===== src/rtl/edge_cache_ctrl.sv =====
// edge_cache_ctrl: shares the single-port edge cache RAM between loader writes and relax-stage
// queries with round-robin arbitration, and sweeps the whole RAM to +infinity on request.
module edge_cache_ctrl #(
    parameter int MAX_NODES = 32,
    parameter int INDEX_WIDTH = 5,
    parameter int VALUE_WIDTH = 32,
    parameter logic [VALUE_WIDTH-1:0] INF_VALUE = 32'h7F800000
) (
    input  logic                     clock,
    input  logic                     reset,
    input  logic                     clear_start,
    output logic                     busy,
    output logic                     clear_done,
    input  logic                     w_valid,
    output logic                     w_ready,
    input  logic [INDEX_WIDTH-1:0]   w_from,
    input  logic [INDEX_WIDTH-1:0]   w_to,
    input  logic [VALUE_WIDTH-1:0]   w_data,
    input  logic                     q_valid,
    output logic                     q_ready,
    input  logic [INDEX_WIDTH-1:0]   q_from,
    input  logic [INDEX_WIDTH-1:0]   q_to,
    output logic                     q_resp_valid,
    output logic [VALUE_WIDTH-1:0]   q_resp_data,
    output logic [2*INDEX_WIDTH-1:0] mem_address,
    output logic                     mem_write_enable,
    output logic [VALUE_WIDTH-1:0]   mem_write_data,
    input  logic [VALUE_WIDTH-1:0]   mem_edge_value
);
    localparam logic [INDEX_WIDTH:0] NODES = (INDEX_WIDTH+1)'(MAX_NODES);
    localparam logic [INDEX_WIDTH-1:0] LAST = INDEX_WIDTH'(MAX_NODES - 1);

    typedef enum logic {SERVE, CLEAR} state_t;

    state_t state_q, state_d;
    logic ptr_q, ptr_d;
    logic [INDEX_WIDTH-1:0] from_q, from_d, to_q, to_d;
    logic [2*INDEX_WIDTH-1:0] addr_q, addr_d;
    logic we_q, we_d;
    logic [VALUE_WIDTH-1:0] wdata_q, wdata_d;
    logic done_q, done_d;
    logic qv1_q, qv1_d, qoor1_q, qoor1_d, qv2_q, qv2_d, qoor2_q, qoor2_d;
    logic open, w_fire, q_fire, w_oor, q_oor, wrap, sweep_end;

    // ptr_q high means the query port won the last transfer, so a tie goes to the writer
    assign open = state_q == SERVE && !clear_start && !reset;
    assign w_ready = open && (!q_valid || ptr_q);
    assign q_ready = open && (!w_valid || !ptr_q);
    assign w_fire = w_valid && w_ready;
    assign q_fire = q_valid && q_ready;
    assign w_oor = {1'b0, w_from} >= NODES || {1'b0, w_to} >= NODES;
    assign q_oor = {1'b0, q_from} >= NODES || {1'b0, q_to} >= NODES;
    assign wrap = from_q == LAST;
    assign sweep_end = wrap && to_q == LAST;

    assign busy = state_q == CLEAR;
    assign clear_done = done_q;
    assign mem_address = addr_q;
    assign mem_write_enable = we_q;
    assign mem_write_data = wdata_q;
    assign q_resp_valid = qv2_q;
    assign q_resp_data = qv2_q ? (qoor2_q ? INF_VALUE : mem_edge_value) : '0;

    always_comb begin
        state_d = state_q;
        ptr_d = ptr_q;
        from_d = from_q;
        to_d = to_q;
        addr_d = addr_q;
        we_d = 1'b0;
        wdata_d = wdata_q;
        done_d = 1'b0;
        qv1_d = q_fire;
        qoor1_d = q_fire && q_oor;
        qv2_d = qv1_q;
        qoor2_d = qoor1_q;
        if (state_q == SERVE) begin
            if (clear_start) begin
                // the first sweep write goes out on the same edge that enters CLEAR
                state_d = CLEAR;
                from_d = '0;
                to_d = '0;
                addr_d = '0;
                we_d = 1'b1;
                wdata_d = INF_VALUE;
                done_d = MAX_NODES == 1;
            end else if (w_fire) begin
                ptr_d = 1'b0;
                addr_d = {w_to, w_from};
                wdata_d = w_data;
                we_d = !w_oor;
            end else if (q_fire) begin
                ptr_d = 1'b1;
                addr_d = {q_to, q_from};
            end
        end else if (sweep_end) begin
            state_d = SERVE;
        end else begin
            from_d = wrap ? '0 : from_q + 1'b1;
            to_d = wrap ? to_q + 1'b1 : to_q;
            addr_d = {to_d, from_d};
            we_d = 1'b1;
            wdata_d = INF_VALUE;
            done_d = from_d == LAST && to_d == LAST;
        end
    end

    always_ff @(posedge clock or posedge reset) begin
        if (reset) begin
            state_q <= SERVE;
            ptr_q <= 1'b1;
            from_q <= '0;
            to_q <= '0;
            addr_q <= '0;
            we_q <= 1'b0;
            wdata_q <= '0;
            done_q <= 1'b0;
            qv1_q <= 1'b0;
            qoor1_q <= 1'b0;
            qv2_q <= 1'b0;
            qoor2_q <= 1'b0;
        end else begin
            state_q <= state_d;
            ptr_q <= ptr_d;
            from_q <= from_d;
            to_q <= to_d;
            addr_q <= addr_d;
            we_q <= we_d;
            wdata_q <= wdata_d;
            done_q <= done_d;
            qv1_q <= qv1_d;
            qoor1_q <= qoor1_d;
            qv2_q <= qv2_d;
            qoor2_q <= qoor2_d;
        end
    end
endmodule


===== config.mk =====
export PLATFORM = sky130hd
export DESIGN_NAME = edge_cache_ctrl
export DESIGN_NICKNAME = d
export VERILOG_FILES = /design/src/rtl/edge_cache_ctrl.sv
export SDC_FILE = /design/constraint.sdc
export NUM_CORES = 1
export LEC_CHECK = 0
export ABC_CLOCK_PERIOD_IN_PS = 4220
export BUFFER_PORTS_ARGS = -buffer_cell sky130_fd_sc_hd__buf_2
export CORE_AREA = 3 3 102 104
export DETAILED_ROUTE_END_ITERATION = 10
export DIE_AREA = 0 0 105 107
export GPL_ROUTABILITY_DRIVEN = 1
export SETUP_SLACK_MARGIN = 0.3
export SYNTH_ARGS = -nofsm -noshare
export SYNTH_HDL_FRONTEND = slang
export SYNTH_SLANG_ARGS = --single-unit

===== constraint.sdc =====
create_clock -name clock -period 4.22 [get_ports clock]
set_clock_uncertainty 0.1 [all_clocks]
set_input_delay 0.422 -clock clock [delete_from_list [all_inputs] [get_ports clock]]
set_output_delay 0.422 -clock clock [all_outputs]
set_load 0.05 [all_outputs]

==> out/qor.yml, run 1 <==
ir_worst_vdd_uv: 256
drc: 0
die-width_microns: 105
netlist.area_leader.share: 0.495
pre_cts_slack_ps: 1250
grtUsageTotal: 0.152
hpwl_microns: 6880
fin_crit_sh: 0.712
cap_violations: 0
antenna_found_initial: 0
multi_input_area_sq_mm: 0.00130
grt_pass1_vias: 2654
grt.overflow.total: 0
worstPathCellList: "ha_1 -> and3_1 -> ha_1 -> and3_1 -> or2_1 -> clkinv_4 -> nor2_4 -> a22o_1"
slowest_stage: "or2_1"
p_sw_frac: 0.367
synth_area_sq_mm: 0.00288
wl_per_cell_microns: 15.4
ctsResizeCount: 0
post-route-util: 0.414
path_max_fanout: 25
power.share.sequential: 0.411
worst_pin_slew_ps: 1020
gr-usage-met3: 0.0470
hp-class: "in -> async"
worst_setup_path_end_kind: "flip-flop"
dpl_cell_area_sq_mm: 0.00380
io_buffers: 168
synth-edff-count: 0
path_buf_inv: 1
clock.fmax_ghz: 0.333
ys_async_sr_fraction: 1.00
synth_common_cells: "dfrtp_1 (57), and2_1 (35), nand2_1 (30), a22o_1 (25), nand3_1 (15)"
setup_tns_ps: 0
ys_ff_latch: 58
die_area_sq_mm: 0.0112
area_delta_synth_final_pct: 38.7
die_height_microns: 107
fin_crit_ps: 3010
rsz0062_at_grt: "no"
p_per_area_mw_per_mm2: 455
io_pins: 169
use_met2: 0.275
n_antenna_cell: 0
cts_htree_levels: 3
critPathLaunchType: "flip-flop"
cts_tree: "built"
avgSynthCellArea_sq_um: 10.6
grt_busiest_layer: "met2"
postCtsHoldBufs: 0
drtAntennaViolNets: 0
ys_types: 43
seq_area_sq_mm: 0.00145
setup_violations: 0
gp_congestion: 0.794
post_cts.repair.setup_buffers: 0
synth_area_leaders: "dfrtp_1 (50%), a22o_1 (7.6%), and2_1 (7.6%)"
cp_top_family: "simple AND/OR/NAND/NOR gates"
path_clk_slew_ps: 70
slew_violations: 0
cts_sinks: 58
pwr-share-clk: 0.278
drive_gt1_frac: 0.454
syn_nets: 366
fillerInstances: 1013
clockRootBuffer: "clkbuf_8"
ys_seq_area_frac: 0.505
num_vias: 2700
worst_slack_ps: 1210
use_met1: 0.172
yosysWarnings: 0
netlist_instances: 271
cp.arrival_ps: 3160
grt_max_degree: 40
initial_core_util: 0.299
worstSkewPairLatency_ps: 320
viasPerCell: 4.70
status: "finished clean"
crit_type: "reg -> reg"
firstDrtPassIters: 4
wl_microns: 8860
drtIter0Drc: 142
cts_buffers: 9
crit_required_ps: 4380
pwr-share-comb: 0.311
p_leak_nw: 2.17
finalNetCount: 531
stdcell_area_sq_mm: 0.00399
critPathMaxStageDelay_ps: 500
coreArea_sq_mm: 0.00964
p_int_mw: 1.15
whs_ps: 27.7
relSlewSlack: 0.322
hold_viol_final: 0
std_cell_rows: 36
clk_path_buf_depth: 2
synth_area_leader_cell: "dfrtp_1"
netSwitchingPower_mw: 0.668
synth_ff_type: "dfrtp_1"
yosys.cell_count.top_type: "dfrtp_1"
grt_pass1_wl_microns: 13600
## worst paths after layout
kind	start	endpoint	slack, ps	depth (start not counted)
min in group clock	w_data[23]	mem_write_data[23]	210	3
min reg2reg	qv1_q	q_resp_valid	250	0
max reg2reg	from_q[1]	mem_write_data[2]	1210	8
min	reset	mem_address[5]	30	2
max	from_q[1]	mem_write_data[2]	1210	8
max in group asynchronous	reset	mem_address[7]	3130	3
## state kept, by name (all words and copies together), names as in the netlist
signal and cells:
mem_write_data 32, from_q 5, busy 1, qv1_q 1, mem_write_enable 1, mem_address 10, q_resp_valid 1, to_q 5
clear_done 1, ptr_q 1
## cells in the final DEF (no fill, tap or decap), types with 4 or more instances in the layout
cell type  count
nand2_1       30
mux2_2         6
nor2_1        10
and3_1         5
inv_1          4
clkbuf_8      10
dfrtp_1       57
xnor2_1        4
buf_2        168
and2_1        35
nand2b_1       7
o21ai_0        8
xor2_1         4
a22o_1        25
ha_1           6
nand3_1       15
## metrics by stage
step	cells	total power [mW]
6_report	574	1.82
5_1_grt	574	1.93
4_1_cts	574	1.84
3_5_place_dp	558	1.32
3_3_place_gp	558	1.32
2_1_floorplan	271	1.14
## power groups by stage
stage | logic, mW | registers, mW | clock network [mW]
2_1_floorplan | 0.238 | 0.902 | 0
3_3_place_gp | 0.564 | 0.752 | 0
3_5_place_dp | 0.570 | 0.753 | 0
4_1_cts | 0.572 | 0.747 | 0.519
5_1_grt | 0.619 | 0.760 | 0.547
6_report | 0.565 | 0.747 | 0.506
## worst reg2reg max path, stage by stage, from the launching register on
cell	delay [ps]
dfrtp_1	400
ha_1	240
and3_1	200
ha_1	380
and3_1	240
or2_1	500
clkinv_4	190
nor2_4	480
a22o_1	230
## logic make-up after synthesis
kind of cell               after synthesis  synth area share
AOI/OAI and AO/OA                       50             0.136
xor gates and xnor gates                 8            0.0243
adders and majority gates                6            0.0261
buffers and inverters                   22            0.0452
DFF                                     58             0.505
muxes                                    9            0.0339
and+or+nand+nor                        118             0.229
## metal layers
metal | part of all wire | vias up
met5 | 0 | -
met4 | 0.0071 | 0
met3 | 0.080 | 7
met2 | 0.51 | 124
met1 | 0.41 | 1293
li1 | - | 1276
## layout make-up
cell class / instances / share of cell area
clock buffers: 11 / 0.0354
clock inverters: 5 / 0.0135
inverters: 6 / 0.00689
well taps: 133 / 0.0417
flip-flops and latches: 58 / 0.364
repair buffers: 170 / 0.214
multi-input cells: 191 / 0.325
Note: power is estimated with default switching activity, not from simulation.
==> run 2, diff against run 1 <==
--- a/config.mk
+++ b/config.mk
@@ -5,7 +5,7 @@
 export SDC_FILE = /design/constraint.sdc
 export NUM_CORES = 1
 export LEC_CHECK = 0
-export ABC_CLOCK_PERIOD_IN_PS = 4220
+export ABC_CLOCK_PERIOD_IN_PS = 2400
 export BUFFER_PORTS_ARGS = -buffer_cell sky130_fd_sc_hd__buf_2
 export CORE_AREA = 3 3 102 104
 export DETAILED_ROUTE_END_ITERATION = 10
==> constraint.sdc (replaced) <==
create_clock -name clock -period 2.4 [get_ports clock]
set_clock_uncertainty 0.1 [all_clocks]
set_input_delay 0.24 -clock clock [delete_from_list [all_inputs] [get_ports clock]]
set_output_delay 0.24 -clock clock [all_outputs]
set_load 0.05 [all_outputs]
==> out/qor.yml, run 2 (synthesis gave the netlist of run 1 again) <==
final_cell_mix: "buf_2 (167), dfrtp_1 (57), and2_1 (35)"
instances_no_fill: 598
setup_tns_ps: 0
wl_per_cell_microns: 15.7
r2r_slack_ps: 320
worst_setup_path_end_kind: "flip-flop"
status: "finished clean"
clock.fmax_ghz: 0.481
worst_slack_ps: 321
initial_core_util: 0.299
largest_reg_flops: 32
gp_congestion: 0.812
finalPower_mw: 3.35
clk_path_buf_depth: 2
rsz0062_at_grt: "yes"
stdcell_area_sq_mm: 0.00436
worst_pin_slew_ps: 591
clockRootBuffer: "clkbuf_8"
cts_htree_levels: 3
area_delta_synth_final_pct: 51.5
dpl_cell_area_sq_mm: 0.00397
fillerInstances: 928
grt_pass1_wl_microns: 14500
die_area_sq_mm: 0.0112
setup_violations: 0
relSlewSlack: 0.606
p_per_area_mw_per_mm2: 767
whs_ps: 8.90
fin_crit_sh: 0.866
antenna_found_initial: 0
cts_tree: "built"
firstDrtPassIters: 4
wl_microns: 9400
worstSkewPairLatency_ps: 340
drtIter0Drc: 148
cts_buffers: 9
die-width_microns: 105
cp.arrival_ps: 2210
slew_violations: 0
post-route-util: 0.453
pre_cts_slack_ps: 75.6
p_leak_nw: 2.31
grt_max_degree: 38
finalNetCount: 556
hpwl_microns: 6950
hp-class: "in -> reg"
crit_required_ps: 2530
fin_crit_ps: 2080
die_height_microns: 107
num_vias: 2788
path_max_fanout: 6
cap_violations: 0
cts_sinks: 58
n_antenna_cell: 0
drc: 0
dpl.cell_count: 569
io_buffers: 168
drive_gt1_frac: 0.503
final_common_cell: "buf_2"
coreArea_sq_mm: 0.00964
std_cell_rows: 36
grtUsageTotal: 0.167
critPathLaunchType: "flip-flop"
drtAntennaViolNets: 0
grt_pass1_vias: 2844
grt.overflow.total: 0
crit_type: "reg -> reg"
viasPerCell: 4.66
path_clk_slew_ps: 70
hold_viol_final: 0
io_pins: 169
ir_worst_vdd_uv: 589
[run 2: changes by cell type in the layout (fill, tap and decap cells not counted), moves of 3 or more]
| cell | change |
|---|---|
| and3_1 | -4 |
| buf_4 | +14 |
| ha_1 | -4 |
| ha_4 | +3 |
| buf_12 | +3 |
| and3_4 | +3 |
| dlygate4sd3_1 | +5 |
[run 2: what timing repair did]
action,CTS,global route
pin swaps,3,4
buffers inserted,5,2
hold buffers,5,0
gates resized for setup,6,8
endpoints found under the hold margin,24,0
cloned,2,0
endpoints found under the setup margin,38,36
[run 2: final timing paths]
check,start,end,cells past startpoint
setup / recovery,to_q[0],mem_write_data[10],9
min in group asynchronous,reset,q_resp_valid,3
hold / removal,w_data[26],mem_write_data[26],3
setup reg to reg,to_q[0],mem_write_data[10],9
max in group asynchronous,reset,mem_write_data[17],4
hold reg to reg,qv1_q,q_resp_valid,0
[run 2: area by class of cell]
cell class,instances,area (sq um),area share
flip-flops and latches,58,1450,0.333
multi-input cells,191,1390,0.318
repair buffers,195,1140,0.261
clock inverters,6,58.8,0.0135
inverters,6,35.0,0.00803
clock buffers,9,124,0.0284
well taps,133,166,0.0381
[run 2: report_power, final]
part	switching, mW	internal [mW]
registers	0.151	1.15
logic	0.689	0.480
clock network	0.409	0.467
[run 2: layer usage]
metal  vias up  part of all wire  GRT usage
li1       1329                 -          -
met1      1317              0.41      0.193
met2       133              0.50      0.293
met3         9             0.073     0.0458
met4         0             0.014     0.0628
met5         -                 0          0
[run 2: critical path: stages (launching register included)]
cell       delay [ps]
dfrtp_1           380
ha_2              200
and3_4            190
ha_4              160
and3_4            180
or2_4             270
clkinv_8           70
nor2_4             60
clkbuf_16         180
a22o_1            170
